### config.mk
export PLATFORM = sky130hd
export DESIGN_NAME = mmcm_drp_sequencer
export DESIGN_NICKNAME = d
export VERILOG_FILES = /design/src/rtl/mmcm_drp_sequencer_pkg.sv /design/src/rtl/mmcm_drp_table.sv /design/src/rtl/mmcm_drp_sequencer.sv
export SDC_FILE = /design/constraint.sdc
export NUM_CORES = 2
export LEC_CHECK = 0
export ABC_AREA = 1
export BUFFER_PORTS_ARGS = -buffer_cell sky130_fd_sc_hd__clkbuf_2
export CAP_MARGIN = 5
export CORE_MARGIN = 5
export CORE_UTILIZATION = 65
export CTS_CLUSTER_DIAMETER = 50
export CTS_CLUSTER_SIZE = 20
export DETAILED_ROUTE_END_ITERATION = 16
export PLACE_DENSITY_LB_ADDON = 0.2
export SLEW_MARGIN = 0
export SYNTH_ARGS = -nofsm -noshare
export SYNTH_HDL_FRONTEND = slang
export SYNTH_SLANG_ARGS = --single-unit
### constraint.sdc
create_clock -name clk_usb -period 4.92 [get_ports clk_usb]
set_input_delay 0.246 -clock clk_usb [delete_from_list [all_inputs] [get_ports clk_usb]]
set_output_delay 0.246 -clock clk_usb [all_outputs]
set_load 0.05 [all_outputs]
### src/rtl/mmcm_drp_sequencer_pkg.sv
// Shared definitions for the MMCM DRP reconfiguration sequencer.
// Holds the FSM state encoding, error codes, table entry layout and the
// read-modify-write merge used on every DRP register.
package mmcm_drp_sequencer_pkg;

    typedef enum logic [2:0] {
        ST_IDLE,
        ST_RST_HOLD,
        ST_FETCH,
        ST_RD_REQ,
        ST_RD_WAIT,
        ST_WR_REQ,
        ST_WR_WAIT,
        ST_LOCK_WAIT
    } state_e;

    localparam logic [1:0] ERR_NONE         = 2'd0;
    localparam logic [1:0] ERR_DRDY_TIMEOUT = 2'd1;
    localparam logic [1:0] ERR_LOCK_TIMEOUT = 2'd2;

    // Table entry: {drp_addr[6:0], keep_mask[15:0], data[15:0]}
    localparam int unsigned TBL_WIDTH    = 39;
    localparam int unsigned TBL_DATA_LSB = 0;
    localparam int unsigned TBL_MASK_LSB = 16;
    localparam int unsigned TBL_ADDR_LSB = 32;

    // Bits set in keep are taken from the current register value, the rest
    // from the table data.
    function automatic logic [15:0] rmw_merge(input logic [15:0] rd,
                                              input logic [15:0] keep,
                                              input logic [15:0] data);
        return (rd & keep) | (data & ~keep);
    endfunction

endpackage

### src/rtl/mmcm_drp_table.sv
// Reconfiguration table: simple dual-port RAM, synchronous write and
// registered read, no reset on contents (maps to distributed RAM).
// Ports: clk; we/waddr/wdata write port; raddr read address; rdata entry
// read on the previous clock edge.
module mmcm_drp_table
    import mmcm_drp_sequencer_pkg::*;
#(
    parameter int pTABLE_DEPTH = 32,
    localparam int TW = $clog2(pTABLE_DEPTH)
) (
    input  logic                 clk,
    input  logic                 we,
    input  logic [TW-1:0]        waddr,
    input  logic [TBL_WIDTH-1:0] wdata,
    input  logic [TW-1:0]        raddr,
    output logic [TBL_WIDTH-1:0] rdata
);

    logic [TBL_WIDTH-1:0] mem_q [pTABLE_DEPTH];
    logic [TBL_WIDTH-1:0] rdata_q;

    always_ff @(posedge clk) begin
        if (we) begin
            mem_q[waddr] <= wdata;
        end
        rdata_q <= mem_q[raddr];
    end

    assign rdata = rdata_q;

endmodule

### src/rtl/mmcm_drp_sequencer.sv
// MMCM DRP reconfiguration sequencer. Holds the MMCM in reset, applies one
// read-modify-write per table entry through the DRP, releases reset and
// waits for lock.
// Ports: clk_usb/reset_i clock and sync reset; tbl_* table load port;
// num_entries/start launch; busy/done/error/err_code status;
// drp_* DRP master; mmcm_rst/mmcm_locked MMCM control and status.
module mmcm_drp_sequencer
    import mmcm_drp_sequencer_pkg::*;
#(
    parameter int pTABLE_DEPTH  = 32,
    parameter int pRST_CYCLES   = 16,
    parameter int pDRDY_TIMEOUT = 64,
    parameter int pLOCK_TIMEOUT = 65535,
    localparam int TW = $clog2(pTABLE_DEPTH)
) (
    input  logic                 clk_usb,
    input  logic                 reset_i,
    input  logic                 tbl_we,
    input  logic [TW-1:0]        tbl_waddr,
    input  logic [TBL_WIDTH-1:0] tbl_wdata,
    input  logic [TW:0]          num_entries,
    input  logic                 start,
    output logic                 busy,
    output logic                 done,
    output logic                 error,
    output logic [1:0]           err_code,
    output logic [6:0]           drp_addr,
    output logic                 drp_den,
    output logic                 drp_dwe,
    output logic [15:0]          drp_din,
    input  logic [15:0]          drp_dout,
    input  logic                 drp_drdy,
    output logic                 mmcm_rst,
    input  logic                 mmcm_locked
);

    state_e      state_q, state_d;
    logic [TW:0] idx_q, idx_d;
    logic [TW:0] num_q, num_d;
    logic [15:0] cnt_q, cnt_d;
    logic        busy_q, busy_d;
    logic        done_q, done_d;
    logic        error_q, error_d;
    logic [1:0]  err_code_q, err_code_d;
    logic [6:0]  drp_addr_q, drp_addr_d;
    logic        drp_den_q, drp_den_d;
    logic        drp_dwe_q, drp_dwe_d;
    logic [15:0] drp_din_q, drp_din_d;
    logic        mmcm_rst_q, mmcm_rst_d;

    logic [TBL_WIDTH-1:0] ent;
    logic [6:0]           ent_addr;
    logic [15:0]          ent_keep;
    logic [15:0]          ent_data;

    // Read address follows idx_d so the entry is already on the table
    // output while in FETCH; idx is stable for the rest of the entry.
    mmcm_drp_table #(
        .pTABLE_DEPTH(pTABLE_DEPTH)
    ) u_table (
        .clk   (clk_usb),
        .we    (tbl_we),
        .waddr (tbl_waddr),
        .wdata (tbl_wdata),
        .raddr (idx_d[TW-1:0]),
        .rdata (ent)
    );

    assign ent_addr = ent[TBL_ADDR_LSB +: 7];
    assign ent_keep = ent[TBL_MASK_LSB +: 16];
    assign ent_data = ent[TBL_DATA_LSB +: 16];

    always_comb begin
        state_d    = state_q;
        idx_d      = idx_q;
        num_d      = num_q;
        cnt_d      = cnt_q;
        busy_d     = busy_q;
        done_d     = 1'b0;
        error_d    = error_q;
        err_code_d = err_code_q;
        drp_addr_d = drp_addr_q;
        drp_den_d  = 1'b0;
        drp_dwe_d  = 1'b0;
        drp_din_d  = drp_din_q;
        mmcm_rst_d = mmcm_rst_q;

        case (state_q)
            ST_IDLE: begin
                if (start) begin
                    num_d      = num_entries;
                    idx_d      = '0;
                    cnt_d      = '0;
                    error_d    = 1'b0;
                    err_code_d = ERR_NONE;
                    busy_d     = 1'b1;
                    mmcm_rst_d = 1'b1;
                    state_d    = ST_RST_HOLD;
                end
            end
            ST_RST_HOLD: begin
                if (cnt_q == 16'(pRST_CYCLES - 1)) begin
                    cnt_d = '0;
                    if (num_q == '0) begin
                        mmcm_rst_d = 1'b0;
                        state_d    = ST_LOCK_WAIT;
                    end else begin
                        state_d = ST_FETCH;
                    end
                end else begin
                    cnt_d = cnt_q + 16'd1;
                end
            end
            ST_FETCH: begin
                // Outputs are registered, so den is raised here to appear
                // during RD_REQ.
                drp_addr_d = ent_addr;
                drp_den_d  = 1'b1;
                state_d    = ST_RD_REQ;
            end
            ST_RD_REQ: begin
                cnt_d   = '0;
                state_d = ST_RD_WAIT;
            end
            ST_RD_WAIT: begin
                if (drp_drdy) begin
                    drp_din_d = rmw_merge(drp_dout, ent_keep, ent_data);
                    drp_den_d = 1'b1;
                    drp_dwe_d = 1'b1;
                    state_d   = ST_WR_REQ;
                end else if (cnt_q == 16'(pDRDY_TIMEOUT - 1)) begin
                    error_d    = 1'b1;
                    err_code_d = ERR_DRDY_TIMEOUT;
                    mmcm_rst_d = 1'b0;
                    busy_d     = 1'b0;
                    state_d    = ST_IDLE;
                end else begin
                    cnt_d = cnt_q + 16'd1;
                end
            end
            ST_WR_REQ: begin
                cnt_d   = '0;
                state_d = ST_WR_WAIT;
            end
            ST_WR_WAIT: begin
                if (drp_drdy) begin
                    idx_d = idx_q + 1'b1;
                    cnt_d = '0;
                    if (idx_d == num_q) begin
                        mmcm_rst_d = 1'b0;
                        state_d    = ST_LOCK_WAIT;
                    end else begin
                        state_d = ST_FETCH;
                    end
                end else if (cnt_q == 16'(pDRDY_TIMEOUT - 1)) begin
                    error_d    = 1'b1;
                    err_code_d = ERR_DRDY_TIMEOUT;
                    mmcm_rst_d = 1'b0;
                    busy_d     = 1'b0;
                    state_d    = ST_IDLE;
                end else begin
                    cnt_d = cnt_q + 16'd1;
                end
            end
            ST_LOCK_WAIT: begin
                if (mmcm_locked) begin
                    done_d  = 1'b1;
                    busy_d  = 1'b0;
                    state_d = ST_IDLE;
                end else if (cnt_q == 16'(pLOCK_TIMEOUT - 1)) begin
                    error_d    = 1'b1;
                    err_code_d = ERR_LOCK_TIMEOUT;
                    busy_d     = 1'b0;
                    state_d    = ST_IDLE;
                end else begin
                    cnt_d = cnt_q + 16'd1;
                end
            end
            default: state_d = ST_IDLE;
        endcase
    end

    always_ff @(posedge clk_usb) begin
        if (reset_i) begin
            state_q    <= ST_IDLE;
            idx_q      <= '0;
            num_q      <= '0;
            cnt_q      <= '0;
            busy_q     <= 1'b0;
            done_q     <= 1'b0;
            error_q    <= 1'b0;
            err_code_q <= ERR_NONE;
            drp_addr_q <= '0;
            drp_den_q  <= 1'b0;
            drp_dwe_q  <= 1'b0;
            drp_din_q  <= '0;
            mmcm_rst_q <= 1'b0;
        end else begin
            state_q    <= state_d;
            idx_q      <= idx_d;
            num_q      <= num_d;
            cnt_q      <= cnt_d;
            busy_q     <= busy_d;
            done_q     <= done_d;
            error_q    <= error_d;
            err_code_q <= err_code_d;
            drp_addr_q <= drp_addr_d;
            drp_den_q  <= drp_den_d;
            drp_dwe_q  <= drp_dwe_d;
            drp_din_q  <= drp_din_d;
            mmcm_rst_q <= mmcm_rst_d;
        end
    end

    assign busy     = busy_q;
    assign done     = done_q;
    assign error    = error_q;
    assign err_code = err_code_q;
    assign drp_addr = drp_addr_q;
    assign drp_den  = drp_den_q;
    assign drp_dwe  = drp_dwe_q;
    assign drp_din  = drp_din_q;
    assign mmcm_rst = mmcm_rst_q;

endmodule

==> summary.md <==
| Metric | Value |
|---|---|
| Setup TNS | `0 ns` |
| Final Setup Violations | `0` |
| Final Util | `72.8%` |
| Area post-placement | `60,900 um^2` |
| Worst-case clock buffer depth | `3` |
| Clk_lat worst skew | `0.76 ns` |
| Setup crit end kind | `register` |
| Mapped Area | `59,300 um^2` |
| Pwr/cell area | `367 nW/um^2` |
| CTS tree | `yes` |
| HP Start | `reset_i` |
| Met3 wire length | `22,300 um` |
| # Post-CTS Setup Buffers | `0` |
| Die area | `97,300 um^2` |
| Worst hold path type | `in2reg` |
| Largest net degree at the start of global routing | `211` |
| GPL Wtd Cong | `0.913` |
| Post-synthesis cell count | `5,658` |
| CTS Buf Count | `130` |
| Top cell type by total area after synthesis | `edfxtp_1` |
| DP Wirelength | `86,500 um` |
| Worst slew pin tran | `1.54 ns` |
| Number of max-cap violations | `0` |
| Layout cells sized above 1 | `8.33%` |
| CP arrival | `4.11 ns` |
| Pins Over Slew Limit | `50` |
| Vias in the first global route | `40,509` |
| Vias/cell | `6.10` |
| Mean Syn Cell Area | `10.5 um^2` |
| RSZ-0062 raised after global routing | `false` |
| Worst VDD drop | `0.000371 V` |
| Clock sinks | `1,349` |
| Fill cells | `6,082` |
| Overflow after GRT | `0` |
| Wire per inst | `23.8 um` |
| Port Buf Inserts | `102` |
| Clock slew at reported path FFs | `0.07 ns` |
| CP Max Fanout | `66` |
| Vias | `42,473` |
| Initial DRT Pass Iterations | `6` |
| Top FF cell, synth | `edfxtp_1` |
| Post-synthesis sequential area ratio | `66.6%` |
| Crit Path Category | `reg2reg` |
| Outcome | `complete, but fails checks` |
| Worst EP required | `5.55 ns` |
| Synthesized flop and latch total | `1,349` |
| EDFF count, synth | `1,248` |
| Rel. slew slack | `-2.43%` |
| Initial antenna violation count | `6` |
| Leak pwr | `0.0268 uW` |
| Detail Route Antenna Nets | `0` |
| Failing checks | `slew limit` |
| Row count | `110` |
| Commonest non-fill, non-tap cell in the layout | `nand3_1` |
| Fmax | `288 MHz` |
| Most used cell, CP | `nand2_1` |
| Drt total wl | `166,000 um` |
| Iter 0 DRT Violations | `6,632` |
| CP Launch Type | `register` |
| Met1 WL | `60,700 um` |
| Critical-path cell list | `nand2_1 -> nor2_2 -> nand3_4 -> nand2_8 -> buf_4 -> nand2_1 -> nand3_1 -> nand3_1 -> nand3_1 -> nand2_1 -> nand2_1 -> nand2_1` |
| Uppermost layer routed | `met5` |
| Buf+Inv Stages, Crit Path | `1` |
| Clock Skew | `0.0429 ns` |
| Final min period | `3.48 ns` |
| Delay-heaviest family, CP | `simple AND/OR/NAND/NOR gates` |
| Syn nets | `5,733` |
| Asr flop ratio synth | `0%` |
| Worst hold margin | `0.112 ns` |
| Final net count | `5,758` |
| Initial Util | `65.6%` |
| Metal2 WL | `75,300 um` |
| CP startpoint | `state_q[2]` |
| Most frequent cells in the layout | `nand3_1 (1,408), edfxtp_1 (1,248), inv_1 (1,032), nand2_1 (1,002), nand3b_1 (274)` |
| Core area | `90,300 um^2` |
| Share of the synthesized area in the top cell type | `63.2%` |
| Reg-to-Reg Start | `state_q[2]` |
| Io pins | `103` |
| Final Hold Fails | `0` |
| Root buf cell | `clkbuf_16` |
| Aggregate global-route resource usage | `33.5%` |
| Die W | `312 um` |
| Die Y | `312 um` |
| # DRC | `0` |
| YS warnings | `0` |
| Top cells by area, synth | `edfxtp_1 (63%), nand3_1 (12%), inv_1 (6.5%)` |
| Max stage delay cell, worst path | `nand2_8` |
| Period utilization | `70.7%` |
| Max stage delay on crit path | `0.62 ns` |
| Area Overhead vs Synth | `10.9%` |
| CTS H-tree depth | `4` |
| First-pass GRT wire length | `247,000 um` |
| Post-synth cell types | `34` |
| Finished Cell Area | `65,700 um^2` |
routing by layer:
layer | global-route usage (%) | vias to the layer above
li1 | - | 18964
met1 | 45.9 | 20080
met2 | 52.3 | 2930
met3 | 8.04 | 495
met4 | 14.4 | 4
met5 | 0 | -
report_power, final:
part | internal [uW] | leakage (uW) | switching, uW
Combinational | 224 | 0.0125 | 699
Sequential | 12700 | 0.0121 | 71.1
Clock | 5930 | 0.00218 | 4510
Total | 18800 | 0.0268 | 5280
state kept, by name (all words and copies together), names as in the netlist:
name / flops
busy: 1
cnt_q: 16
done: 1
drp_addr: 7
drp_den: 1
drp_din: 16
drp_dwe: 1
err_code: 2
error: 1
idx_q: 6
mmcm_rst: 1
num_q: 6
state_q: 3
u_table.mem_q: 1248
u_table.rdata: 39
kinds of logic after synthesis:
logic type	synth area share [%]
xor+xnor	0.0148
simple gates	22.8
flops	66.6
fa+ha+maj	0.0633
compound gates	0.849
buf+inv	9.39
mux	0.270
synthesized netlist by cell type (33+ instances only):
library cell  instances
dfxtp_1             101
buf_4                33
nand3b_1            274
inv_1              1033
clkbuf_1             59
buf_2               205
nand3_1            1408
nor2_1               92
edfxtp_1           1248
a21oi_1              46
nand2_1            1003
o21ai_0              44
buf_1                34
through the flow:
stage	cells	power (uW)	setup slack, ns
2_1_floorplan	5658	13500	2.29
3_3_place_gp	6696	13900	1.65
3_5_place_dp	6696	13900	1.55
4_1_cts	6964	24200	1.57
5_1_grt	6965	24800	1.26
6_report	6968	24100	1.44
timing repair:
item | 4_1_cts | 5_1_grt
endpoints found under the hold margin | 27 | 0
setup endpoints to repair | 0 | 0
resized for setup | 0 | 0
hold buffers | 31 | 0
layout make-up:
| cell class | instances | area [um^2] | share of cell area (%) |
|---|---|---|---|
| flip-flops and latches | 1349 | 39500 | 60.1 |
| clock buffers | 151 | 3550 | 5.40 |
| clock inverters | 86 | 953 | 1.45 |
| diodes | 4 | 10.0 | 0.0152 |
| repair buffers | 227 | 1790 | 2.72 |
| inverters | 1041 | 3920 | 5.97 |
| well taps | 1176 | 1470 | 2.24 |
| multi-input cells | 2934 | 14500 | 22.1 |
final timing paths:
check / endpoint / slack (ns) / cells past startpoint
setup / recovery: u_table.rdata[21] / 1.44 / 12
setup reg to reg: u_table.rdata[21] / 1.44 / 12
hold reg to reg: cnt_q[14] / 0.47 / 2
hold / removal: drp_den / 0.11 / 2
(Power assumes the default switching activity.)
